**config.mk**
```make
export PLATFORM = sky130hd
export DESIGN_NAME = m72_pic_nest_flat
export DESIGN_NICKNAME = d
export VERILOG_FILES = /design/src/rtl/m72_pic_nest_if.sv /design/src/rtl/m72_pic_nest.sv /design/src/flat_wrapper.sv
export SDC_FILE = /design/constraint.sdc
export NUM_CORES = 1
export LEC_CHECK = 0
export CAP_MARGIN = 20
export CORE_UTILIZATION = 58
export CTS_CLUSTER_SIZE = 16
export DETAILED_ROUTE_END_ITERATION = 6
export GPL_ROUTABILITY_DRIVEN = 0
export PLACE_DENSITY_LB_ADDON = 0.1
export SYNTH_ARGS = -nofsm -noshare
export SYNTH_HDL_FRONTEND = slang
export SYNTH_SLANG_ARGS = --single-unit
```
**constraint.sdc**
```tcl
create_clock -name clk -period 6.4 [get_ports clk]
set_input_delay 1.28 -clock clk [delete_from_list [all_inputs] [get_ports clk]]
set_output_delay 1.28 -clock clk [all_outputs]
set_load 0.05 [all_outputs]
```
**src/rtl/m72_pic_nest_if.sv**
```systemverilog
// Register bus and CPU interrupt handshake for m72_pic_nest.
// master = CPU/bus side, slave = controller side.
interface m72_pic_nest_if #(
    parameter int VEC_W = 9
);
    logic             cs;
    logic             wr;
    logic             rd;
    logic [1:0]       addr;
    logic [15:0]      din;
    logic [15:0]      dout;
    logic             int_req;
    logic [VEC_W-1:0] int_vector;
    logic             int_ack;

    modport master (
        output cs, wr, rd, addr, din, int_ack,
        input  dout, int_req, int_vector
    );

    modport slave (
        input  cs, wr, rd, addr, din, int_ack,
        output dout, int_req, int_vector
    );
endinterface

```
**src/rtl/m72_pic_nest.sv**
```systemverilog
// Nesting interrupt controller: edge/level capture into IRR, in-service
// tracking in ISR, single outstanding int_req/int_ack handshake.
module m72_pic_nest #(
    parameter int NUM_IRQ = 8,
    parameter int VEC_W   = 9
) (
    input  logic               clk,
    input  logic               reset_n,
    input  logic               ce,
    m72_pic_nest_if.slave      bus,
    input  logic [NUM_IRQ-1:0] intp
);

    logic               en_q, en_d;
    logic               aeoi_q, aeoi_d;
    logic [8:0]         vbase_q, vbase_d;
    logic [NUM_IRQ-1:0] mask_q, mask_d;
    logic [NUM_IRQ-1:0] mode_q, mode_d;
    logic [NUM_IRQ-1:0] irr_q, irr_d;
    logic [NUM_IRQ-1:0] isr_q, isr_d;
    logic [NUM_IRQ-1:0] intp_d_q;
    logic [3:0]         pend_q, pend_d;
    logic               int_req_q, int_req_d;
    logic [VEC_W-1:0]   vec_q, vec_d;
    logic [15:0]        dout_q, dout_d;

    logic        wr_en;
    logic        rd_en;
    logic        ack;
    logic        cand_vld;
    logic [3:0]  cand;
    logic        blocked;
    logic        eoi_hit;
    logic [15:0] vsum;

    always_comb begin
        wr_en   = bus.cs & bus.wr;
        rd_en   = bus.cs & bus.rd;
        ack     = int_req_q & bus.int_ack;
        en_d    = en_q;
        aeoi_d  = aeoi_q;
        vbase_d = vbase_q;
        mask_d  = mask_q;
        mode_d  = mode_q;
        dout_d  = dout_q;

        if (wr_en) begin
            unique case (bus.addr)
                2'd0: begin
                    en_d    = bus.din[0];
                    aeoi_d  = bus.din[1];
                    vbase_d = bus.din[15:7];
                end
                2'd1: mask_d = bus.din[NUM_IRQ-1:0];
                2'd2: mode_d = bus.din[NUM_IRQ-1:0];
                default: ;
            endcase
        end

        if (rd_en) begin
            unique case (bus.addr)
                2'd0: dout_d = {vbase_q, 5'd0, aeoi_q, en_q};
                2'd1: dout_d = 16'(mask_q);
                2'd2: dout_d = 16'(irr_q);
                default: dout_d = 16'(isr_q);
            endcase
        end

        // A fresh edge on the acked line wins over the ack clear.
        for (int i = 0; i < NUM_IRQ; i++) begin
            if (mode_q[i])
                irr_d[i] = intp[i];
            else
                irr_d[i] = (intp[i] & ~intp_d_q[i]) |
                           (irr_q[i] & ~(ack && pend_q == 4'(i)));
        end

        isr_d   = isr_q;
        eoi_hit = 1'b0;
        if (wr_en && bus.addr == 2'd3) begin
            if (bus.din[7]) begin
                for (int i = 0; i < NUM_IRQ; i++) begin
                    if (!eoi_hit && isr_q[i]) begin
                        isr_d[i] = 1'b0;
                        eoi_hit  = 1'b1;
                    end
                end
            end else if (bus.din[6]) begin
                for (int i = 0; i < NUM_IRQ; i++)
                    if (bus.din[3:0] == 4'(i))
                        isr_d[i] = 1'b0;
            end
        end
        if (ack && !aeoi_q) begin
            for (int i = 0; i < NUM_IRQ; i++)
                if (pend_q == 4'(i))
                    isr_d[i] = 1'b1;
        end

        cand_vld = 1'b0;
        cand     = 4'd0;
        for (int i = 0; i < NUM_IRQ; i++) begin
            if (!cand_vld && irr_q[i] && !mask_q[i]) begin
                cand_vld = 1'b1;
                cand     = 4'(i);
            end
        end
        blocked = 1'b0;
        for (int i = 0; i < NUM_IRQ; i++)
            if (isr_q[i] && 4'(i) <= cand)
                blocked = 1'b1;

        vsum      = 16'(vbase_q) + {10'd0, cand, 2'b00};
        int_req_d = int_req_q;
        vec_d     = vec_q;
        pend_d    = pend_q;
        if (ack) begin
            int_req_d = 1'b0;
        end else if (!int_req_q && en_q && cand_vld && !blocked) begin
            int_req_d = 1'b1;
            vec_d     = vsum[VEC_W-1:0];
            pend_d    = cand;
        end
    end

    always_ff @(posedge clk or negedge reset_n) begin
        if (!reset_n) begin
            en_q      <= 1'b0;
            aeoi_q    <= 1'b0;
            vbase_q   <= '0;
            mask_q    <= '1;
            mode_q    <= '0;
            irr_q     <= '0;
            isr_q     <= '0;
            intp_d_q  <= '0;
            pend_q    <= '0;
            int_req_q <= 1'b0;
            vec_q     <= '0;
            dout_q    <= '0;
        end else if (ce) begin
            en_q      <= en_d;
            aeoi_q    <= aeoi_d;
            vbase_q   <= vbase_d;
            mask_q    <= mask_d;
            mode_q    <= mode_d;
            irr_q     <= irr_d;
            isr_q     <= isr_d;
            intp_d_q  <= intp;
            pend_q    <= pend_d;
            int_req_q <= int_req_d;
            vec_q     <= vec_d;
            dout_q    <= dout_d;
        end
    end

    assign bus.int_req    = int_req_q;
    assign bus.int_vector = vec_q;
    assign bus.dout       = dout_q;

endmodule

```
**src/flat_wrapper.sv**
```systemverilog
// flat-port wrapper written by rule: the top's interface ports become plain ports
module m72_pic_nest_flat 
#(
    parameter int NUM_IRQ = 8,
    parameter int VEC_W   = 9
)
  (clk, reset_n, ce, intp, bus_cs, bus_wr, bus_rd, bus_addr, bus_din, bus_int_ack, bus_dout, bus_int_req, bus_int_vector);
  m72_pic_nest_if #(.VEC_W(VEC_W)) bus_i ();
  input  logic clk;
  input  logic reset_n;
  input  logic ce;
  input  logic [NUM_IRQ-1:0] intp;
  input wire logic [$bits(bus_i.cs)-1:0] bus_cs;
  input wire logic [$bits(bus_i.wr)-1:0] bus_wr;
  input wire logic [$bits(bus_i.rd)-1:0] bus_rd;
  input wire logic [$bits(bus_i.addr)-1:0] bus_addr;
  input wire logic [$bits(bus_i.din)-1:0] bus_din;
  input wire logic [$bits(bus_i.int_ack)-1:0] bus_int_ack;
  output wire logic [$bits(bus_i.dout)-1:0] bus_dout;
  output wire logic [$bits(bus_i.int_req)-1:0] bus_int_req;
  output wire logic [$bits(bus_i.int_vector)-1:0] bus_int_vector;
  assign bus_i.cs = bus_cs;
  assign bus_i.wr = bus_wr;
  assign bus_i.rd = bus_rd;
  assign bus_i.addr = bus_addr;
  assign bus_i.din = bus_din;
  assign bus_i.int_ack = bus_int_ack;
  assign bus_dout = bus_i.dout;
  assign bus_int_req = bus_i.int_req;
  assign bus_int_vector = bus_i.int_vector;
  m72_pic_nest #(.NUM_IRQ(NUM_IRQ), .VEC_W(VEC_W)) u_core (.clk(clk), .reset_n(reset_n), .ce(ce), .bus(bus_i), .intp(intp));
endmodule
```
== Word level (Yosys, flattened, before mapping) ==
Index checks and enable logic that the tools add are counted.

* Register bits after elaboration: 81
* Output and inout port bits: 26
* Logic and storage cells: 242

* Muxes and demuxes: 82
* Equality and inequality tests: 17
* Reduce and logical (&&, ||, !) cells: 78
* Bitwise gates (word level): 44
* Magnitude comparators: 8
* Add/sub/neg operators: 1

{| class="wikitable"
|+ Operators with widths
! kind !! count
|-
| 1-bit 2-to-1 mux || 71
|-
| 16-bit case mux with 3 select lines || 1
|-
| 1-bit logical AND || 43
|-
| 4-bit by 3-bit equality test with 1-bit output (second input constant) || 8
|-
| 8-bit 2-to-1 mux || 4
|-
| 1-bit zero test || 25
|-
| 1-bit bitwise AND || 19
|-
| 1-bit NOT || 17
|-
| 4-bit by 2-bit equality test with 1-bit output (second input constant) || 4
|-
| 3-bit less-or-equal comparator (first input constant) || 4
|-
| 3-bit 2-to-1 mux || 4
|-
| 3-bit AND reduction || 4
|-
| 9-bit by 5-bit adder with 9-bit output || 1
|-
| 4-bit by 1-bit equality test with 1-bit output (second input constant) || 2
|-
| 4-bit zero test || 2
|-
| 1-bit bitwise OR || 8
|-
| 1-bit by 3-bit less-or-equal comparator with 1-bit output (first input constant) || 2
|-
| 2-bit by 3-bit less-or-equal comparator with 1-bit output (first input constant) || 2
|-
| 2-bit equality test (second input constant) || 2
|-
| 2-bit 2-to-1 mux || 2
|-
| 2-bit AND reduction || 2
|-
| 2-bit by 1-bit equality test with 1-bit output (second input constant) || 1
|-
| 2-bit zero test || 1
|-
| 2-bit nonzero test || 1
|}

== Depth between registers and ports, before layout ==
Gate-level depths: netlist of run 1.

* Depth after elaboration: 45
* Gate-level depth with buffers: 11

== Least setup slack after synthesis of run 1 ==
No wires, ideal clock.

* Path type: input to register
* Start: in bus_addr[0]
* End: reg u_core.aeoi_q
* Arrival: 2447 ps
* Setup time: 125 ps
* Cell stages on the path: 4
* Slack: 3828 ps
* Data required time: 6275 ps
* Cells stage by stage: clkbuf_1 nor3_1 clkbuf_1 mux2_2

* Longest elaborated chain between the ends: 2

{| class="wikitable"
|+ RTL lines
! element !! RTL line !! text
|-
| start, declared || flat_wrapper.sv:16 || <nowiki>input wire logic [$bits(bus_i.addr)-1:0] bus_addr;</nowiki>
|-
| 2-bit zero test || m72_pic_nest.sv:48 || <nowiki>unique case (bus.addr)</nowiki>
|-
| 3-bit AND reduction (no source line) || - ||
|-
| end signal, assigned || m72_pic_nest.sv:142 || <nowiki>aeoi_q <= aeoi_d;</nowiki>
|-
| end, declared || m72_pic_nest.sv:15 || <nowiki>logic aeoi_q, aeoi_d;</nowiki>
|}

Every way passes these cells.
A chain may end at the register's enable or synchronous reset.

== Final worst setup path of run 1 ==
* Start: in bus_addr[0]
* End: reg u_core.mask_q[2]

* Longest elaborated chain between the ends: 2

{| class="wikitable"
|+ RTL lines
! element !! RTL line !! text
|-
| 2-bit by 1-bit equality test with 1-bit output || m72_pic_nest.sv:48 ||
|-
| 3-bit AND reduction (no source line) || - ||
|-
| end signal, assigned || m72_pic_nest.sv:144 || <nowiki>mask_q <= mask_d;</nowiki>
|-
| end, declared || m72_pic_nest.sv:17 || <nowiki>logic [NUM_IRQ-1:0] mask_q, mask_d;</nowiki>
|}

Every way passes these cells.

==> reports/metrics.cfg, run 1 <==
[outcome]
status=finished, final reports clean

[yosys]
synthTopCellsByCount=72 x dfrtp_1, 49 x nand2_1, 44 x o21ai_0
synthTopCellsByArea=dfrtp_1 46%, mux2_2 11%, o21ai_0 5.7%
synth_edf_count=0
synth_top_area_share_pct=46.5
syn_area_um2=3880
avgSynthCellArea_um2=11.1
ys_warn_count=0
ys_ff_latch=80
syn-num-nets=385
synth_cells=348
ys_types=51
yosysMostFrequentCell=dfrtp_1
ys_seq_area_share_pct=51.9
synth_area_leader_cell=dfrtp_1
ys.flop_type=dfrtp_1
async_flop_share_pct=100

[sta]
slew_violations=0
worstMarginPinSlew_ns=0.921
slew_headroom_pct=38.4
finalSetupViolations=0
hold_ws_ns=0.481
setup_slack_ns=3.30
post-route-min-period_ns=3.10
finalCritPeriodShare_pct=48.4
hold_violations=0
skew_ns=0.00897
fmax_mhz=323
grt_setup_unrepaired=false
setup_tns_ns=0

[critical_path]
r2r-start=u_core.mask_q[1]
crit_path_cell_trace=clkdlybuf4s50_1, nor2b_1, and2_1, mux2_2
endpoint=u_core.mask_q[2]
path_max_fanout=14
path_delay_family=buffers and inverters
regToRegEndpoint=u_core.bus.int_vector[8]
max_stage_delay_ns=0.86
worstSetupPathDepth=4
reg2reg_depth=11
crit_required_ns=6.68
arrival_ns=3.38
end_kind=register
cp.buffers_inverters=1
cpMaxStageDelayCell=clkdlybuf4s50_1
ff2ff_setup_slack_ns=3.62
crit_type=in2reg
crit_start=bus_addr[0]
critPathLaunchType=input port

[routing]
wl_per_cell_um=17.5
ant_nets=0
avgViaCountPerCell=5.85
first_iter_violations=110
vias=2865
drc_errors=0
wl_um=8560
dr.pass1.iters=4

[global_routing]
gr-total-overflow=0
grt_pass1_wl_um=14600
grt_max_degree=81
grt_usage_pct=26.8
grt_pass1_vias=2972
antenna_found_initial=0

[pwr]
leakage_nw=2.11
cellPowerDensity_nw_per_um2=408
irDropWorstVdd_mv=0.345
p_total_mw=1.95

[clocking]
numCtsBuffers=9
clock-sinks=80
path_clk_slew_ns=0.08
cts_tree=built
root_buffer=clkbuf_8
cts_htree_levels=3
cts_buffer_depth=2
cts_hold_buf=0
clock_latency_ns=0.34
cts_setup_buffers=0
ctsResizeCount=0

[hold_path]
min_path_type=reg2reg
hold_start=u_core.bus.dout[10]

[floorplanning]
core_area_um2=6390
dieArea_um2=7020
rows=29
floorplan.initialDensity_pct=60.7
io_pins=59
die_y_um=83.8
die_width_um=83.8

[placement]
preCtsSetupSlack_ns=2.96
io_buffers=58
dpl.hpwl_um=6190

[finish]
fin_nets=445
diodes=0
syn2layout_area_growth_pct=23.1
fin_util_pct=74.7
drive_gt1_share_pct=21.8

[run]
cap_violations=0

## cell usage in the layout (no fill, tap or decap), types with 3 or more instances in the layout
cell type,Yosys,routed
ha_1,3,3
clkbuf_8,0,11
nor2_1,18,18
a22oi_1,5,5
clkdlybuf4s50_1,0,57
nand2b_1,4,4
mux2_2,38,38
o21ai_0,44,44
nand3_1,6,6
a21oi_1,7,7
nor3_1,3,3
o211ai_1,7,7
inv_1,11,11
and3_1,3,3
nand2_1,49,49
dfrtp_1,72,72
nor2b_1,8,8
xor2_1,3,3
buf_4,0,3
mux2_4,8,8
dfstp_2,8,8
mux4_2,3,3
## worst min-delay path, delay by kind of cell, from the launching register on
family	cells	cell delay (ns)
and+or+nand+nor	1	0.04
AOI/OAI and AO/OA	1	0.06
DFF	1	0.34
## kinds of logic (layout without fill, tap and decap cells)
logic type,after synthesis,after routing,synth area share (%)
adder cells (fa/ha/maj),4,4,1.48
AND/OR/NAND/NOR,103,103,12.7
flip-flops,80,80,51.9
multiplexers,50,50,16.1
AO/OA/AOI/OAI,83,83,14.2
buffers and inverters,23,88,2.42
XOR/XNOR,5,5,1.13
## layer usage
metal	track usage [%]	up-vias	part of all wire, %
met4	13.4	0	3.0
li1	-	1354	-
met1	32.9	1401	42
met2	45.3	86	50
met5	0	-	0
met3	5.34	24	4.6
## how the worst min path moves through the flow
stage                     endpoint  slack [ns]  cells past startpoint
2_1_floorplan   u_core.intp_d_q[3]        0.48                      1
3_3_place_gp   u_core.bus.dout[10]        0.46                      2
5_1_grt         u_core.bus.dout[9]        0.52                      2
6_report       u_core.bus.dout[10]        0.48                      2
4_1_cts        u_core.bus.dout[15]        0.49                      2
3_5_place_dp   u_core.bus.dout[15]        0.47                      2
## metrics by stage
stage,area (um^2),instances
after floorplan,3880,348
after global placement,4520,473
after detailed placement,4520,473
after CTS,4750,489
after global routing,4770,490
final,4770,490
## cell type report
| class | count | area, um^2 |
|---|---|---|
| Multi-Input combinational cell | 245 | 1770 |
| Clock inverter | 5 | 78.8 |
| Fill cell | 457 | 1610 |
| Tap cell | 77 | 96.3 |
| Timing Repair Buffer | 61 | 621 |
| Clock buffer | 11 | 151 |
| Sequential cell | 80 | 2010 |
| Inverter | 11 | 41.3 |
## where the power goes
part | internal [mW] | switching (mW) | leakage [nW]
clock | 0.240 | 0.180 | 0.119
sequential | 0.650 | 0.136 | 0.985
combinational | 0.326 | 0.417 | 1.00
## sequential cells by signal (all words and copies together) (netlist names)
name / flops
u_core.aeoi_q: 1
u_core.vbase_q: 9
u_core.mask_q: 8
u_core.irr_q: 8
u_core.bus.int_vector: 9
u_core.intp_d_q: 8
u_core.isr_q: 8
u_core.bus.dout: 16
u_core.pend_q: 3
u_core.bus.int_req: 1
u_core.mode_q: 8
u_core.en_q: 1
Power figures use the tool's default switching activity.
==> run 2, diff against run 1 <==
--- a/config.mk
+++ b/config.mk
@@ -6,7 +6,7 @@
 export NUM_CORES = 1
 export LEC_CHECK = 0
 export CAP_MARGIN = 20
-export CORE_UTILIZATION = 58
+export CORE_UTILIZATION = 54
 export CTS_CLUSTER_SIZE = 16
 export DETAILED_ROUTE_END_ITERATION = 6
 export GPL_ROUTABILITY_DRIVEN = 0
==> constraint.sdc (replaced) <==
create_clock -name clk -period 3.1 [get_ports clk]
set_input_delay 0.62 -clock clk [delete_from_list [all_inputs] [get_ports clk]]
set_output_delay 0.62 -clock clk [all_outputs]
set_load 0.05 [all_outputs]
==> reports/metrics.cfg, run 2 (synthesis results as in run 1) <==
[sta]
worstMarginPinSlew_ns=0.579  ; -0.342 ns
finalSetupViolations=0  ; unchanged
hold_violations=0  ; unchanged
post-route-min-period_ns=2.76
skew_ns=0.00973  ; +0.000755 ns
slew_headroom_pct=61.2  ; +23 points
slew_violations=0  ; unchanged
finalCritPeriodShare_pct=88.9
setup_tns_ns=0  ; unchanged
fmax_mhz=363
setup_slack_ns=0.345  ; -2.95 ns
grt_setup_unrepaired=false

[critical_path]
crit_required_ns=3.34  ; -3.34 ns
path_max_fanout=3  ; -11
cpMaxStageDelayCell=dfstp_2
max_stage_delay_ns=0.54  ; -0.32 ns
arrival_ns=3.00  ; -0.38 ns
critPathLaunchType=register
crit_path_cell_trace=nand2b_1, o21ai_1, a22oi_4, o21ai_2, ha_1, fa_1, a21oi_1, nor2b_1, and3_1, xor2_1, mux2_4
crit_type=reg2reg
end_kind=register

[finish]
syn2layout_area_growth_pct=23.8
final_cell_mix=72 x dfrtp_1, 57 x clkdlybuf4s50_1, 49 x nand2_1
seq_area_um2=2010  ; unchanged
diodes=0  ; unchanged
largest_reg_flops=16  ; unchanged
mostFrequentLayoutCell=dfrtp_1
design_area_um2=4800  ; +0.60%
final.fill_count=544  ; +19%
drive_gt1_share_pct=22.7  ; +0.88 points
fin_nets=451  ; +1.3%
multi_input_area_um2=1770  ; unchanged
fin_util_pct=69.9  ; -4.8 points

[outcome]
status=finished, final reports clean

[floorplanning]
core_area_um2=6870  ; +7.6%
rows=30  ; +3.4%
die_width_um=86.8  ; +3.6%
floorplan.initialDensity_pct=56.5  ; -4.3 points
dieArea_um2=7530  ; +7.2%
io_pins=59  ; unchanged
die_y_um=86.8  ; +3.6%

[global_routing]
grt_usage_pct=25.4  ; -1.5 points
gr-total-overflow=0  ; unchanged
grt_pass1_vias=2840  ; -4.4%
grt_pass1_wl_um=14100  ; -3.4%
grt_max_degree=81  ; unchanged
antenna_found_initial=0  ; unchanged

[clocking]
cts_htree_levels=3  ; unchanged
clock-sinks=80  ; unchanged
cts_hold_buf=0  ; unchanged
cts_tree=built
root_buffer=clkbuf_8
path_clk_slew_ns=0.08  ; about the same
cts_buffer_depth=2  ; unchanged
cts_setup_buffers=0  ; unchanged
numCtsBuffers=9  ; unchanged
clock_latency_ns=0.36  ; +0.02 ns
ctsResizeCount=0  ; unchanged

[routing]
wl_per_cell_um=16.9  ; -3.4%
avgViaCountPerCell=5.56  ; -4.9%
first_iter_violations=148  ; +35%
vias=2865  ; unchanged
dr.pass1.iters=4  ; unchanged
drc_errors=0  ; unchanged
wl_um=8690  ; +1.5%
ant_nets=0  ; unchanged

[placement]
placed_area_um2=4580  ; +1.5%
dpl.hpwl_um=6310  ; +2.0%
preCtsSetupSlack_ns=0.351  ; -2.60 ns
io_buffers=58  ; unchanged

[pwr]
leakage_nw=2.11  ; +0.26%
irDropWorstVdd_mv=0.362  ; +4.8%
cellPowerDensity_nw_per_um2=818  ; +100%

[hold_path]
min_path_type=in2async

[run]
cap_violations=0  ; unchanged

==> run 2: changes by cell type in the layout (fill, tap and decap cells not counted), sizes merged <==
cell,change
buf,+6
bufinv,-1
clkinvlp,+1
==> run 2: area by class of cell <==
type                       instances  area share [%]
sequential                        80            41.9
multi-input combinational        245            36.9
timing repair buffer              67            13.7
clock buffer                      11            2.94
tap                               96            2.50
clock inverter                     5            1.17
inverter                          11           0.860
==> run 2: worst max-delay path: cells and delay by family, from the launching register on <==
family / cells / cell delay [ns]
compound gates: 4 / 0.64
xor+xnor: 1 / 0.14
fa+ha+maj: 2 / 0.62
flops: 1 / 0.54
mux: 1 / 0.26
simple gates: 3 / 0.43
==> run 2: power by group <==
part | total [mW] | switching, mW | internal (mW) | leakage [nW]
combinational | 1.54 | 0.860 | 0.679 | 1.03
clock | 0.771 | 0.378 | 0.393 | 0.0993
sequential | 1.62 | 0.276 | 1.34 | 0.985
==> run 2: path summary, 6_finish.rpt <==
| path | from | endpoint | slack, ns | cells past startpoint |
|---|---|---|---|---|
| max | u_core.mask_q[1] | u_core.bus.int_vector[8] | 0.34 | 11 |
| min | reset_n | u_core.bus.int_vector[2] | 0.22 | 1 |
| max reg2reg | u_core.mask_q[1] | u_core.bus.int_vector[8] | 0.34 | 11 |
| max in group asynchronous | reset_n | u_core.mask_q[3] | 2.23 | 2 |
| min in group clk | u_core.bus.dout[11] | u_core.bus.dout[11] | 0.48 | 2 |
| min reg2reg | u_core.bus.dout[11] | u_core.bus.dout[11] | 0.48 | 2 |
==> run 2: per-stage QoR <==
step	cells	hold WS, ns	total power [mW]
global route	515	0.247	4.14
floorplan	348	0.324	2.66
global placement	498	0.464	3.12
CTS	514	0.463	3.94
finish	515	0.222	3.93
detailed placement	498	0.470	3.17
==> run 2: per-layer routing <==
| metal | up-vias | part of all wire [%] | global-route usage (%) | wire length [um] |
|---|---|---|---|---|
| li1 | 1370 | - | - | - |
| met1 | 1388 | 44 | 32.0 | 3830 |
| met2 | 86 | 48 | 41.8 | 4200 |
| met3 | 21 | 4.5 | 5.14 | 387 |
| met4 | 0 | 3.2 | 12.6 | 276 |
| met5 | - | 0 | 0 | 0 |
==> run 3, diff against run 2 <==
--- a/config.mk
+++ b/config.mk
@@ -11,6 +11,7 @@
 export DETAILED_ROUTE_END_ITERATION = 6
 export GPL_ROUTABILITY_DRIVEN = 0
 export PLACE_DENSITY_LB_ADDON = 0.1
+export SLEW_MARGIN = 20
 export SYNTH_ARGS = -nofsm -noshare
 export SYNTH_HDL_FRONTEND = slang
 export SYNTH_SLANG_ARGS = --single-unit
==> reports/metrics.cfg, run 3 (synthesis results as in run 1) <==
[clocking]
clock-sinks=80  ; unchanged
cts_setup_buffers=0  ; unchanged
cts_htree_levels=3  ; unchanged
numCtsBuffers=9  ; unchanged
path_clk_slew_ns=0.09  ; about the same
cts_tree=built
cts_buffer_depth=2  ; unchanged
ctsResizeCount=0  ; unchanged
root_buffer=clkbuf_8
cts_hold_buf=0  ; unchanged
clock_latency_ns=0.36  ; about the same

[global_routing]
gr-total-overflow=0  ; unchanged
grt_pass1_vias=2840  ; unchanged
antenna_found_initial=0  ; unchanged
grt_max_degree=81  ; unchanged
grt_pass1_wl_um=14100  ; unchanged
grt_usage_pct=25.4  ; unchanged

[routing]
ant_nets=0  ; unchanged
drc_errors=0  ; unchanged
dr.pass1.iters=4  ; unchanged
vias=2853  ; -0.42%
avgViaCountPerCell=5.55  ; -0.23%
first_iter_violations=161  ; +8.8%
wl_per_cell_um=16.9  ; about the same
wl_um=8680  ; -0.10%

[critical_path]
path_max_fanout=3  ; unchanged
end_kind=register
crit_type=reg2reg
crit_required_ns=3.34  ; about the same
critPathLaunchType=register
max_stage_delay_ns=0.54  ; about the same
r2r-start=u_core.mask_q[1]
crit_start=u_core.mask_q[1]
cpMaxStageDelayCell=dfstp_2
crit_path_cell_trace=nand2b_1, o21ai_1, a22oi_4, o21ai_2, ha_1, fa_1, a21oi_1, nor2b_1, and3_1, xor2_1, mux2_4
arrival_ns=3.00  ; about the same

[finish]
diodes=0  ; unchanged
final_cell_mix=72 x dfrtp_1, 57 x clkdlybuf4s50_1, 49 x nand2_1
mostFrequentLayoutCell=dfrtp_1
drive_gt1_share_pct=22.5  ; -0.18 points
fin_nets=450  ; -0.22%
syn2layout_area_growth_pct=23.4
largest_reg_flops=16  ; unchanged
fin_util_pct=69.7  ; -0.24 points

[outcome]
status=finished, final reports clean

[sta]
hold_violations=0  ; unchanged
finalCritPeriodShare_pct=88.9  ; about the same
skew_ns=0.00915  ; -0.000577 ns
slew_headroom_pct=51.7  ; -9.5 points
post-route-min-period_ns=2.76  ; +0.00184 ns
grt_setup_unrepaired=false
setup_slack_ns=0.343  ; -0.00184 ns
setup_tns_ns=0  ; unchanged
worstMarginPinSlew_ns=0.725  ; +0.145 ns
slew_violations=0  ; unchanged
finalSetupViolations=0  ; unchanged
fmax_mhz=363  ; about the same

[floorplanning]
dieArea_um2=7530  ; unchanged
die_y_um=86.8  ; unchanged
core_area_um2=6870  ; unchanged
die_width_um=86.8  ; unchanged
floorplan.initialDensity_pct=56.5  ; unchanged
io_pins=59  ; unchanged
rows=30  ; unchanged

[pwr]
leakage_nw=2.11  ; -0.39%
p_total_mw=3.93  ; about the same
cellPowerDensity_nw_per_um2=821  ; +0.37%
irDropWorstVdd_mv=0.363  ; +0.33%

[placement]
dpl.hpwl_um=6310  ; unchanged
io_buffers=58  ; unchanged
preCtsSetupSlack_ns=0.351  ; unchanged

[hold_path]
min_path_type=in2async

[run]
cap_violations=0  ; unchanged

-- run 3: final timing paths --
| check | end | slack, ns | depth (start not counted) |
|---|---|---|---|
| max | u_core.bus.int_vector[8] | 0.34 | 11 |
| min | u_core.bus.int_vector[3] | 0.30 | 1 |
| max reg2reg | u_core.bus.int_vector[8] | 0.34 | 11 |
| min reg2reg | u_core.bus.dout[11] | 0.48 | 2 |
| max in group asynchronous | u_core.irr_q[0] | 2.31 | 1 |
| min in group clk | u_core.bus.dout[11] | 0.48 | 2 |
-- run 3: final cells by class --
cell class                 instances  area (um^2)
inverter                          11         41.3
timing repair buffer              66          642
sequential                        80         2010
multi-input combinational        245         1770
clock inverter                     5         56.3
fill                             544         2080
tap                               96          120
clock buffer                      11          141
-- run 3: layer usage --
metal / global-route usage, % / wire length [um] / vias to the layer above
met2: 41.8 / 4270 / 84
li1: - / - / 1370
met4: 12.6 / 233 / 0
met5: 0 / 0 / -
met3: 5.14 / 397 / 18
met1: 32.0 / 3780 / 1381
-- run 3: through the flow --
| step | area, um^2 | hold WS [ns] | cells |
|---|---|---|---|
| after CTS | 4780 | 0.463 | 514 |
| after detailed placement | 4580 | 0.470 | 498 |
| after floorplan | 3880 | 0.324 | 348 |
| after global routing | 4790 | 0.363 | 514 |
| after global placement | 4580 | 0.464 | 498 |
| final | 4790 | 0.302 | 514 |
-- run 3: critical path, delay by kind of cell, from the launching register on --
kind                       cells  cell delay [ns]
adders and majority gates      2             0.63
DFF                            1             0.54
AOI/OAI and AO/OA              4             0.64
xor gates and xnor gates       1             0.14
muxes                          1             0.26
and+or+nand+nor                3             0.44
-- run 3: power by group --
| group | internal, mW | switching, mW | leakage [nW] |
|---|---|---|---|
| Clock | 0.393 | 0.381 | 0.0993 |
| Combinational | 0.677 | 0.859 | 1.02 |
| Sequential | 1.34 | 0.276 | 0.985 |
